$ cat config.mk
export PLATFORM = sky130hd
export DESIGN_NAME = conv_window_fetch
export DESIGN_NICKNAME = d
export VERILOG_FILES = /design/src/rtl/npu_pkg.sv /design/src/rtl/conv_addr_gen.sv /design/src/rtl/conv_window_fetch.sv
export SDC_FILE = /design/constraint.sdc
export NUM_CORES = 1
export LEC_CHECK = 0
export CORE_MARGIN = 2
export CORE_UTILIZATION = 45
export DETAILED_ROUTE_END_ITERATION = 6
export PLACE_DENSITY = 0.72
export SLEW_MARGIN = 10
export SYNTH_ARGS = -nofsm -noshare
export SYNTH_HDL_FRONTEND = slang
export SYNTH_SLANG_ARGS = --single-unit
$ cat constraint.sdc
create_clock -name clock -period 11.54 [get_ports clock]
set_clock_uncertainty 0.15 [all_clocks]
set_input_delay 1.154 -clock clock [delete_from_list [all_inputs] [get_ports clock]]
set_output_delay 1.154 -clock clock [all_outputs]
set_load 0.02 [all_outputs]
$ cat src/rtl/npu_pkg.sv
// Shared constants and types for the NPU convolution window fetcher.
//   ADDR_W  : scratch RAM address width (16384 x 8 RAM)
//   PIX_W   : pixel width
//   DIM_W   : width of the image dimension inputs
//   CNT_W   : width of the per-window fetch edge counter
package npu_pkg;

  localparam int unsigned ADDR_W  = 14;
  localparam int unsigned PIX_W   = 8;
  localparam int unsigned DIM_W   = 8;
  localparam int unsigned WIN_PIX = 9;
  localparam int unsigned CNT_W   = 4;

  // Fetch edge counter: addresses issued on edges 0..8, pixels captured on edges 2..10.
  localparam logic [CNT_W-1:0] LastIssue   = 4'd8;
  localparam logic [CNT_W-1:0] LastCapture = 4'd10;

  typedef enum logic [1:0] {
    StIdle,
    StFetch,
    StOut,
    StFin
  } fetch_state_e;

endpackage

$ cat src/rtl/conv_addr_gen.sv
// Address generator for the 3x3 window walk.
// Keeps the row pointer, output row/column and fetch edge counter, and registers the RAM
// read address. Row offsets come from stored img_w and 2*img_w, so no multiplier is used.
//   clock, reset_n     : clock, async active-low reset
//   load               : start accepted; latch geometry and issue address 0 of window (0,0)
//   fetch              : FSM is in FETCH; issue address k=cnt (for k<=8) and bump cnt
//   advance            : window handshake; step to the next window and issue its address 0
//   base_addr, img_w/h : scan geometry, sampled on load
//   ram_address        : registered RAM read address
//   cnt                : fetch edge counter (1 right after the edge that issues address 0)
//   col, row           : output column/row of the current window
//   last_window        : current window is the final one of the scan
module conv_addr_gen
  import npu_pkg::*;
(
  input  logic              clock,
  input  logic              reset_n,
  input  logic              load,
  input  logic              fetch,
  input  logic              advance,
  input  logic [ADDR_W-1:0] base_addr,
  input  logic [DIM_W-1:0]  img_w,
  input  logic [DIM_W-1:0]  img_h,
  output logic [ADDR_W-1:0] ram_address,
  output logic [CNT_W-1:0]  cnt,
  output logic [DIM_W-1:0]  col,
  output logic [DIM_W-1:0]  row,
  output logic              last_window
);

  logic [DIM_W-1:0]  w_q, w_d;
  logic [DIM_W:0]    w2_q, w2_d;
  logic [DIM_W-1:0]  h_q, h_d;
  logic [ADDR_W-1:0] rowptr_q, rowptr_d;
  logic [DIM_W-1:0]  col_q, col_d;
  logic [DIM_W-1:0]  row_q, row_d;
  logic [CNT_W-1:0]  cnt_q, cnt_d;
  logic [ADDR_W-1:0] addr_q, addr_d;

  logic              col_lt, row_lt;
  logic [ADDR_W-1:0] row_off;
  logic [1:0]        dc;
  logic [ADDR_W-1:0] fetch_addr;

  assign col_lt = col_q < (w_q - DIM_W'(3));
  assign row_lt = row_q < (h_q - DIM_W'(3));

  // Decode k = cnt into (dr*img_w, dc) for the tap being issued.
  always_comb begin
    row_off = '0;
    dc      = 2'd0;
    case (cnt_q)
      4'd1: dc = 2'd1;
      4'd2: dc = 2'd2;
      4'd3: row_off = ADDR_W'(w_q);
      4'd4: begin row_off = ADDR_W'(w_q);  dc = 2'd1; end
      4'd5: begin row_off = ADDR_W'(w_q);  dc = 2'd2; end
      4'd6: row_off = ADDR_W'(w2_q);
      4'd7: begin row_off = ADDR_W'(w2_q); dc = 2'd1; end
      4'd8: begin row_off = ADDR_W'(w2_q); dc = 2'd2; end
      default: ;
    endcase
  end

  // Sum truncates to ADDR_W, which gives the required wrap past the top of the RAM.
  assign fetch_addr = rowptr_q + row_off + ADDR_W'(col_q) + ADDR_W'(dc);

  always_comb begin
    w_d      = w_q;
    w2_d     = w2_q;
    h_d      = h_q;
    rowptr_d = rowptr_q;
    col_d    = col_q;
    row_d    = row_q;
    cnt_d    = cnt_q;
    addr_d   = addr_q;
    if (load) begin
      w_d      = img_w;
      w2_d     = {img_w, 1'b0};
      h_d      = img_h;
      rowptr_d = base_addr;
      col_d    = '0;
      row_d    = '0;
      cnt_d    = CNT_W'(1);
      addr_d   = base_addr;
    end else if (fetch) begin
      if (cnt_q <= LastIssue) begin
        addr_d = fetch_addr;
      end
      cnt_d = cnt_q + CNT_W'(1);
    end else if (advance) begin
      if (col_lt) begin
        col_d  = col_q + DIM_W'(1);
        cnt_d  = CNT_W'(1);
        addr_d = rowptr_q + ADDR_W'(col_q) + ADDR_W'(1);
      end else if (row_lt) begin
        col_d    = '0;
        row_d    = row_q + DIM_W'(1);
        rowptr_d = rowptr_q + ADDR_W'(w_q);
        cnt_d    = CNT_W'(1);
        addr_d   = rowptr_q + ADDR_W'(w_q);
      end
    end
  end

  always_ff @(posedge clock or negedge reset_n) begin
    if (!reset_n) begin
      w_q      <= '0;
      w2_q     <= '0;
      h_q      <= '0;
      rowptr_q <= '0;
      col_q    <= '0;
      row_q    <= '0;
      cnt_q    <= '0;
      addr_q   <= '0;
    end else begin
      w_q      <= w_d;
      w2_q     <= w2_d;
      h_q      <= h_d;
      rowptr_q <= rowptr_d;
      col_q    <= col_d;
      row_q    <= row_d;
      cnt_q    <= cnt_d;
      addr_q   <= addr_d;
    end
  end

  assign ram_address = addr_q;
  assign cnt         = cnt_q;
  assign col         = col_q;
  assign row         = row_q;
  assign last_window = !col_lt && !row_lt;

endmodule

$ cat src/rtl/conv_window_fetch.sv
// Read-side sequencer for the convolution scratch RAM. Walks a row-major 8-bit image and
// emits every valid 3x3 window in raster order on a valid/ready stream.
//   clock, reset_n       : clock shared with the RAM, async active-low reset
//   start                : one-cycle scan request, sampled only in IDLE
//   base_addr, img_w/h   : scan geometry, sampled at start
//   busy, done, err      : status; done pulses one cycle, err flags a dimension below 3
//   ram_address, ram_q   : RAM read address (registered) and read data (2-edge latency)
//   win_valid/win_ready  : window stream handshake
//   win_data             : 9 pixels, slot k=3*dr+dc at bits [8k+7:8k]
//   win_row, win_col     : output position of the current window
module conv_window_fetch
  import npu_pkg::*;
(
  input  logic                   clock,
  input  logic                   reset_n,
  input  logic                   start,
  input  logic [ADDR_W-1:0]      base_addr,
  input  logic [DIM_W-1:0]       img_w,
  input  logic [DIM_W-1:0]       img_h,
  output logic                   busy,
  output logic                   done,
  output logic                   err,
  output logic [ADDR_W-1:0]      ram_address,
  input  logic [PIX_W-1:0]       ram_q,
  output logic                   win_valid,
  input  logic                   win_ready,
  output logic [WIN_PIX*PIX_W-1:0] win_data,
  output logic [DIM_W-1:0]       win_row,
  output logic [DIM_W-1:0]       win_col
);

  fetch_state_e state_q, state_d;
  logic         err_q, err_d;
  logic [WIN_PIX*PIX_W-1:0] win_q, win_d;

  logic             load, fetch, advance, last_window;
  logic [CNT_W-1:0] cnt;

  conv_addr_gen u_addr_gen (
    .clock       (clock),
    .reset_n     (reset_n),
    .load        (load),
    .fetch       (fetch),
    .advance     (advance),
    .base_addr   (base_addr),
    .img_w       (img_w),
    .img_h       (img_h),
    .ram_address (ram_address),
    .cnt         (cnt),
    .col         (win_col),
    .row         (win_row),
    .last_window (last_window)
  );

  always_comb begin
    state_d = state_q;
    err_d   = err_q;
    win_d   = win_q;
    load    = 1'b0;
    fetch   = 1'b0;
    advance = 1'b0;
    unique case (state_q)
      StIdle: begin
        if (start) begin
          if ((img_w >= DIM_W'(3)) && (img_h >= DIM_W'(3))) begin
            load    = 1'b1;
            err_d   = 1'b0;
            state_d = StFetch;
          end else begin
            err_d   = 1'b1;
            state_d = StFin;
          end
        end
      end
      StFetch: begin
        fetch = 1'b1;
        // Data for the address issued on edge j arrives on edge j+2.
        for (int unsigned s = 0; s < WIN_PIX; s++) begin
          if (cnt == CNT_W'(s + 2)) begin
            win_d[s*PIX_W +: PIX_W] = ram_q;
          end
        end
        if (cnt == LastCapture) begin
          state_d = StOut;
        end
      end
      StOut: begin
        if (win_ready) begin
          advance = 1'b1;
          state_d = last_window ? StFin : StFetch;
        end
      end
      StFin: begin
        state_d = StIdle;
      end
      default: state_d = StIdle;
    endcase
  end

  always_ff @(posedge clock or negedge reset_n) begin
    if (!reset_n) begin
      state_q <= StIdle;
      err_q   <= 1'b0;
      win_q   <= '0;
    end else begin
      state_q <= state_d;
      err_q   <= err_d;
      win_q   <= win_d;
    end
  end

  assign busy      = (state_q == StFetch) || (state_q == StOut);
  assign done      = (state_q == StFin);
  assign win_valid = (state_q == StOut);
  assign err       = err_q;
  assign win_data  = win_q;

endmodule

# Word-level counts from Yosys, hierarchy flattened
# Cells that the tools add are included.
dict set report totals {
  regBits 139
  in_bits 42
  output_inout_bits 106
}
dict set report classes {
  n_eq_ne 19
  reduce_logical 30
  magnitude_cmp 5
  mux 40
  n_addsub 11
}
# cell n
set ops {}
lappend ops {{$mux W14} 10}
lappend ops {{$mux W8} 10}
lappend ops {{$add A14 B8 Y14} 3}
lappend ops {{$reduce_and A2 Y1} 11}
lappend ops {{$mux W4} 5}
lappend ops {{$pmux W9 S2} 1}
lappend ops {{$add A8 B1 Y8 const B} 2}
lappend ops {{$eq A4 B3 Y1 const B} 4}
lappend ops {{$ge A8 B2 Y1 const B} 2}
lappend ops {{$lt A8 B8 Y1} 2}
lappend ops {{$sub A8 B2 Y8 const B} 2}
lappend ops {{$add A14 B1 Y14 const B} 1}
lappend ops {{$add A14 B2 Y14} 1}
lappend ops {{$add A14 B9 Y14} 1}
lappend ops {{$eq A4 B4 Y1 const B} 3}
lappend ops {{$reduce_or A3 Y1} 4}
lappend ops {{$mux W2} 5}
lappend ops {{$reduce_and A3 Y1} 3}
lappend ops {{$eq A4 B2 Y1 const B} 2}
lappend ops {{$ne A2 B2 Y1 const B} 4}
lappend ops {{$pmux W2 S4} 1}
lappend ops {{$mux W1} 7}
lappend ops {{$reduce_bool A3 Y1} 2}
lappend ops {{$add A4 B1 Y4 const B} 1}
lappend ops {{other kinds (14)} 18}

# Depth between registers and ports, before layout
# Gate-level depths: netlist of run 1.
dict set report depth {
  word_depth 9
  ltp_mapped 20
  depth_no_buf 19
}

# By module
# Synthesis of run 1 repeated with hierarchy kept, for this count alone.
dict set report hier_totals {
  cells_unflattened 813
  hier_area_um2 8550.7
}
# mod area_per_inst_um2 cells_per_inst n_inst
set by_module_without_submodules {}
lappend by_module_without_submodules {conv_addr_gen 5520.3 620 1}
lappend by_module_without_submodules {conv_window_fetch 3030.4 193 1}

# Worst setup path after synthesis of run 1
# Ideal clock, no wire load.
dict set report synth_path {
  path_type {reg-to-reg}
  startpoint {register u_addr_gen.cnt_q[0], in the netlist u_addr_gen.cnt[0]}
  endpoint {register u_addr_gen.addr_q[13], in the netlist u_addr_gen.ram_address[13]}
  setup_ns 0.138
  synth_period_minus_slack_ns 4.617
  arrival_time_ns 4.329
  path_slack_ns 6.923
  path_buffers 1
  required_time_ns 11.252
  stages_incl_launch_ff 20
  path_cell_list {dfrtp_1 -> inv_1 -> ha_1 -> clkbuf_1 -> nor2_1 -> a211oi_1 -> nand2_1 -> fa_1 -> fa_1 -> inv_1 -> ha_1 -> fa_1 -> a211oi_1 -> o21bai_1 -> a21oi_1 -> o211a_1 -> nor2_1 -> o21a_1 -> xnor2_1 -> o221ai_1}
}
dict set report synth_between {
  elab_chain_cells 9
  elab_cells_between_ends 23
  cone_classes {add/sub: 3; order compare: 1; eq/ne: 9; mux: 5; reduce/logical: 5}
}
# item line
set synth_lines {}
lappend synth_lines {{from (decl)} conv_addr_gen.sv:37} ;# logic [CNT_W-1:0] cnt_q, cnt_d;
lappend synth_lines {{from (signal assigned)} conv_addr_gen.sv:123} ;# cnt_q <= cnt_d;
lappend synth_lines {{$eq A4 B3 Y1 (tied with other cells)} conv_addr_gen.sv:52} ;# case (cnt_q)
lappend synth_lines {{$reduce_or A3 Y1 (no source line)} --}
lappend synth_lines {{$pmux W9 S2} conv_addr_gen.sv:52}
lappend synth_lines {{$add A14 B9 Y14} conv_addr_gen.sv:66} ;# assign fetch_addr = rowptr_q + row_off + ADDR_W'(col_q) + ADDR_W'(dc);
lappend synth_lines {{$add A14 B8 Y14} conv_addr_gen.sv:66}
lappend synth_lines {{$add A14 B2 Y14} conv_addr_gen.sv:66}
lappend synth_lines {{$mux W14} conv_addr_gen.sv:87} ;# if (cnt_q <= LastIssue) begin
lappend synth_lines {{$mux W14} conv_addr_gen.sv:86} ;# end else if (fetch) begin
lappend synth_lines {{$mux W14} conv_addr_gen.sv:77} ;# if (load) begin
lappend synth_lines {{to (signal assigned)} conv_addr_gen.sv:124} ;# addr_q <= addr_d;
lappend synth_lines {{to (decl)} conv_addr_gen.sv:38} ;# logic [ADDR_W-1:0] addr_q, addr_d;
# Several ways; a longest one is shown, not always the timed one. The select of a mux whose other input is x is not followed.
# A chain may end at the register's enable or synchronous reset.

# Worst setup path in the final report of run 1
# Same ends and word-level chain as after synthesis.

==> flow_metrics.tcl, run 1 <==
set metrics [dict create \
    clk_pin_slew_ns 0.07 \
    first_global_vias 6959 \
    final_cell_area_um2 10600 \
    worst_slack_ns 6.38 \
    cp_max_fo 8 \
    cts_made_buffers 17 \
    cp-start-kind "register" \
    r2r_slack_ns 6.38 \
    synth.avg_cell_area_um2 9.96 \
    powerDensity_nw_per_um2 333 \
    start_util 0.460 \
    hold_viol_final 0 \
    root_buffer "clkbuf_16" \
    worstMarginPinSlew_ns 1.00 \
    crit_arrival_ns 5.30 \
    synth_warnings 0 \
    firstDrtPassIters 7 \
    wl_mm 22.6 \
    wire_per_inst_um 18.5 \
    postSynthNetCount 954 \
    clk_path_buf_depth 2 \
    hold_ws_ns 0.334 \
    chipWidth_um 140 \
    synth_edf_count 0 \
    cts.htree.levels 4 \
    min_period_over_period 0.447 \
    dr.first_iter.drc_count 457 \
    yosysSeqAreaShare 0.418 \
    fin_nets 1095 \
    holdBufCountCts 0 \
    tns_ns 0 \
    placedCellCount 1187 \
    fmax_ghz 0.194 \
    route.met2.wl_mm 10.9 \
    crit_type "reg -> reg" \
    async_flop_share 1.00 \
    final_cells 1219 \
    hp-start "u_addr_gen.ram_address[6]" \
    antenna_cells 0 \
    die_h_um 140 \
    synthTopCellsByArea "dfrtp_1 42%, mux2_2 9.9%, ha_1 9.6%" \
    route.met3.wl_mm 1.32 \
    place_worst_setup_slack_ns 6.48 \
    detail-route-antenna-nets 0 \
    maxSlewViolCount 0 \
    ff_latch_area_um2 3480 \
    multi_input_area_um2 4540 \
    io_pins 148 \
    clk_latency_ns 0.44 \
    syn-cell-area_um2 8320 \
    outcome "finished, violations left" \
    syn_to_final_growth_pct 27.6 \
    ys_types 59 \
    crit_path_end_kind "register" \
    wl_met1_mm 9.88 \
    whs_endpoint "u_addr_gen.ram_address[6]" \
    crit_slowest_cell "a211oi_1" \
    crit_top_cell "fa_1" \
    grt.overflow.total 0 \
    grt_pass1_wl_mm 36.6 \
    synth_cells 836 \
    rows 49 \
    vias 6794 \
    numPortBuffers 147 \
    reg2reg_depth 18 \
    reg2reg_from "u_addr_gen.cnt[0]" \
    cts_tree "yes" \
    grt_use_total 0.238 \
    hold_path_depth 1 \
    period_needed_ns 5.16 \
    cts_resized 0 \
    synth-main-ff-cell "dfrtp_1" \
    grt_setup_unrepaired "false" \
    grt_max_degree 76 \
    timing.rr.end "u_addr_gen.ram_address[13]" \
    core_area_um2 18100 \
    cts_sinks 139 \
    crit_path_max_incr_delay_ns 0.78 \
    placed_area_um2 10000 \
    postCtsSetupBuffers 0 \
    total_power_mw 3.53 \
    violations "design-rule violations" \
    via_per_inst 5.57 \
    cap_violations 0 \
    final_layout_size_suffix_gt1_frac 0.124 \
    leakage_nw 4.72 \
    route.detailed.drc 5 \
    gp_congestion 0.901 \
    highest-signal-layer "met4" \
    ys_ff_latch 139 \
    hp-class "reg -> reg" \
    slew_headroom 0.333 \
    antenna_found_initial 0 \
    crit_required_ns 11.67 \
    path_cells "inv_1 -> ha_1 -> nor2_1 -> a211oi_1 -> nand2_1 -> fa_1 -> fa_1 -> inv_1 -> ha_1 -> fa_1 -> a211oi_1 -> o21bai_1 -> a21oi_1 -> o211a_1 -> nor2_1 -> o21a_1 -> xnor2_1 -> o221ai_1" \
    dp_hpwl_mm 16.1 \
    synth_top_area_frac 0.418 \
    finalSetupViolCount 0 \
    yosysTopAreaCell "dfrtp_1" \
    dieArea_um2 19600 \
    final_util 0.587 \
    fill_cells 1518 \
    peakVddDrop_mv 0.185 \
]
[sequential cells by signal, summed over array words and instances, names as in the netlist]
name                    count
u_addr_gen.cnt              4
win_data                   72
u_addr_gen.ram_address     14
u_addr_gen.col              8
u_addr_gen.h_q              8
err                         1
state_q                     2
u_addr_gen.row              8
u_addr_gen.w_q              8
u_addr_gen.rowptr_q        14
[where the power goes]
part / switching (mW) / internal [mW] / total (mW)
combinational: 1.14 / 0.923 / 2.07
clock: 0.266 / 0.296 / 0.563
sequential: 0.199 / 0.705 / 0.904
total: 1.61 / 1.92 / 3.53
[cells in the mapped netlist (all sizes together) (4+ instances only)]
cell,number
o31ai,6
a31oi,5
a21oi,49
dfrtp,139
xnor2,25
or4,4
nand2,110
nor2,51
mux2,73
o21ai,49
buf,12
a211oi,16
nand4,10
nor4,4
and3,8
nand3,20
inv,48
clkbuf,19
nor2b,5
xor2,17
nor3,10
o21a,11
a221oi,4
o211ai,6
fa,12
a21o,9
ha,64
o21bai,4
a22oi,9
[cell type report]
| class | instances | area share |
|---|---|---|
| multi-input combinational | 618 | 0.427 |
| sequential | 139 | 0.328 |
| timing repair buffer | 153 | 0.143 |
| clock buffer | 17 | 0.0401 |
| tap | 229 | 0.0270 |
| clock inverter | 15 | 0.0180 |
| inverter | 48 | 0.0170 |
[cell families after synthesis]
logic type / share of synthesized area
AND/OR/NAND/NOR: 0.125
AO/OA/AOI/OAI: 0.151
flip-flops: 0.418
buffers and inverters: 0.0377
adder cells (fa/ha/maj): 0.125
multiplexers: 0.100
XOR/XNOR: 0.0442
[placed cells by master (no fill, tap or decap), types with 6 or more instances in the layout]
master,synthesis,layout
and3_1,8,7
nor2_1,50,50
o21ai_0,48,48
buf_4,2,6
dfrtp_1,139,139
clkbuf_16,0,17
xor2_1,17,17
a211oi_1,14,14
nor3_1,10,10
xnor2_1,25,25
a21oi_1,48,48
ha_1,64,64
fa_1,12,12
nand2_1,110,110
inv_8,0,6
nand3_1,20,19
a21o_1,9,9
o31ai_1,6,6
clkdlybuf4s50_1,0,146
nand4_1,9,9
inv_1,48,48
mux2_2,73,73
a22oi_1,9,9
o21a_1,11,11
[critical path, delay by kind of cell, from the launching register on]
| family | cells | cell delay (ns) |
|---|---|---|
| compound gates | 7 | 1.99 |
| xor+xnor | 1 | 0.13 |
| fa+ha+maj | 5 | 1.83 |
| buf+inv | 2 | 0.18 |
| flops | 1 | 0.43 |
| simple gates | 3 | 0.29 |
[worst max path at each step]
| stage | start | end | slack [ns] | cells past startpoint |
|---|---|---|---|---|
| after floorplan | u_addr_gen.cnt[0] | u_addr_gen.ram_address[13] | 6.92 | 19 |
| after global placement | u_addr_gen.cnt[0] | u_addr_gen.ram_address[13] | 6.66 | 18 |
| after detailed placement | u_addr_gen.cnt[0] | u_addr_gen.ram_address[13] | 6.48 | 18 |
| after CTS | u_addr_gen.cnt[0] | u_addr_gen.ram_address[13] | 6.46 | 18 |
| after global routing | u_addr_gen.cnt[0] | u_addr_gen.ram_address[13] | 6.03 | 18 |
| final | u_addr_gen.cnt[0] | u_addr_gen.ram_address[13] | 6.38 | 18 |
[metal layers]
metal	up-vias	global-route usage
li1	3253	-
met1	3303	0.306
met2	208	0.397
met3	30	0.0591
met4	0	0.0766
met5	-	0
No activity file was read; power rests on OpenSTA's default activity.
==> inputs of run 2 (changes only) <==
Settings changed: PLACE_DENSITY 0.72 to 0.75.
Clock period 11.54 ns to 4.28 ns, I/O delays scaled along.
==> flow_metrics.tcl, run 2 (synthesis results as in run 1) <==
set metrics [dict create \
    cap_violations 0 \
    gp_congestion 0.871 \
    min_period_over_period 0.982 \
    worstMarginPinSlew_ns 0.935 \
    start_util 0.460 \
    crit_required_ns 4.44 \
    die_h_um 140 \
    fin_nets 1133 \
    critical_path.startpoint "u_addr_gen.cnt[0]" \
    numPortBuffers 147 \
    cts_made_buffers 17 \
    leakage_nw 4.90 \
    finalSetupViolCount 0 \
    cts.htree.levels 4 \
    slew_headroom 0.367 \
    largest_register_ffs 72 \
    r2r_slack_ns 0.08 \
    clk_pin_slew_ns 0.07 \
    final_common_cell "clkdlybuf4s50_1" \
    rows 49 \
    cts_sinks 139 \
    first_global_vias 7233 \
    powerDensity_nw_per_um2 912 \
    clk_latency_ns 0.43 \
    ff_latch_area_um2 3480 \
    fill_cells 1442 \
    violations "design-rule violations" \
    peakVddDrop_mv 0.525 \
    cp-start-kind "register" \
    final_layout_size_suffix_gt1_frac 0.178 \
    antenna_cells 0 \
    fmax_ghz 0.238 \
    via_per_inst 5.66 \
    total_power_mw 10.0 \
    cts_tree "yes" \
    tns_ns 0 \
    hp-start "u_addr_gen.ram_address[0]" \
    period_needed_ns 4.20 \
    timing.rr.end "u_addr_gen.ram_address[7]" \
    crit_path_max_incr_delay_ns 0.51 \
    grt_max_degree 91 \
    wl_mm 23.2 \
    path_cells "inv_2 -> ha_4 -> buf_4 -> mux2i_1 -> o21ai_1 -> fa_1 -> inv_1 -> fa_1 -> inv_1 -> ha_2 -> fa_2 -> a211oi_2 -> buf_4 -> o21bai_1 -> a21oi_1 -> xor2_1 -> a21oi_1 -> a21oi_1 -> o31ai_1" \
    clk_path_buf_depth 2 \
    root_buffer "clkbuf_16" \
    placedCellCount 1217 \
    multi_input_area_um2 4650 \
    grt_use_total 0.245 \
    whs_endpoint "u_addr_gen.ram_address[0]" \
    route.detailed.drc 6 \
    hold_viol_final 0 \
    crit_path_end_kind "register" \
    crit_slowest_cell "fa_1" \
    outcome "finished, violations left" \
    vias 7118 \
    reg2reg_from "u_addr_gen.cnt[0]" \
    crit_arrival_ns 4.36 \
    hold_path_depth 2 \
    dieArea_um2 19600 \
    layout_common_cells "146 x clkdlybuf4s50_1, 138 x dfrtp_1, 110 x nand2_1, 73 x mux2_2, 58 x ha_1" \
    grt.overflow.total 0 \
    detail-route-antenna-nets 0 \
    syn_to_final_growth_pct 32.4 \
    cp_num_buf_inv 5 \
    firstDrtPassIters 7 \
    dp_hpwl_mm 17.0 \
    wire_per_inst_um 18.5 \
    grt_pass1_wl_mm 37.9 \
    cp_max_fo 5 \
    io_pins 148 \
    dr.first_iter.drc_count 484 \
    maxSlewViolCount 0 \
    core_area_um2 18100 \
    reg2reg_depth 19 \
    grt_setup_unrepaired "true" \
    crit_type "reg -> reg" \
    crit_top_cell "a21oi_1" \
    chipWidth_um 140 \
    antenna_found_initial 0 \
    cp_top_family "adder cells" \
    final_cells 1257 \
    hp-class "reg -> reg" \
]
[run 2: cell type report]
class | count | area share
tap | 229 | 0.0260
inverter | 48 | 0.0164
clock inverter | 15 | 0.0149
sequential | 139 | 0.316
timing repair buffer | 191 | 0.166
clock buffer | 17 | 0.0386
multi-input combinational | 618 | 0.422
[run 2: metrics by stage]
step,cell area (um2),setup slack [ns],utilization,hold WS [ns]
finish,11000,0.0756,0.609,0.335
floorplan,8340,0.0268,-,-0.0176
detailed placement,10300,-0.0792,0.567,0.322
CTS,10900,0.0100,0.603,0.337
global route,11000,-0.0855,0.609,0.363
global placement,10300,0.0587,0.567,0.314
[run 2: worst max path at each step]
stage / to / cells after the start
5_1_grt: u_addr_gen.ram_address[7] / 19
2_1_floorplan: u_addr_gen.ram_address[13] / 19
3_5_place_dp: u_addr_gen.ram_address[10] / 19
6_report: u_addr_gen.ram_address[7] / 19
3_3_place_gp: u_addr_gen.ram_address[13] / 19
4_1_cts: u_addr_gen.ram_address[7] / 19
[run 2: per-layer routing]
layer,global-route usage,part of all wire
met1,0.310,0.42
met2,0.397,0.47
met3,0.0667,0.070
met4,0.104,0.036
met5,0,0
[run 2: worst min-delay path: stages, from the launching register on]
cell	delay, ns
dfrtp_1	0.34
nand2_1	0.04
o21ai_0	0.06
[run 2: power breakdown]
| part | internal, mW | switching, mW |
|---|---|---|
| registers | 1.90 | 0.479 |
| clock network | 0.783 | 0.681 |
| logic | 2.86 | 3.35 |
[run 2: timing repair]
action / in CTS / in global routing
endpoints found under the hold margin: 88 / 0
endpoints found under the setup margin: 5 / 9
gates resized for setup: 7 / 23
pin swaps: 6 / 16
hold buffers: 1 / 0
buffers inserted: 4 / 3
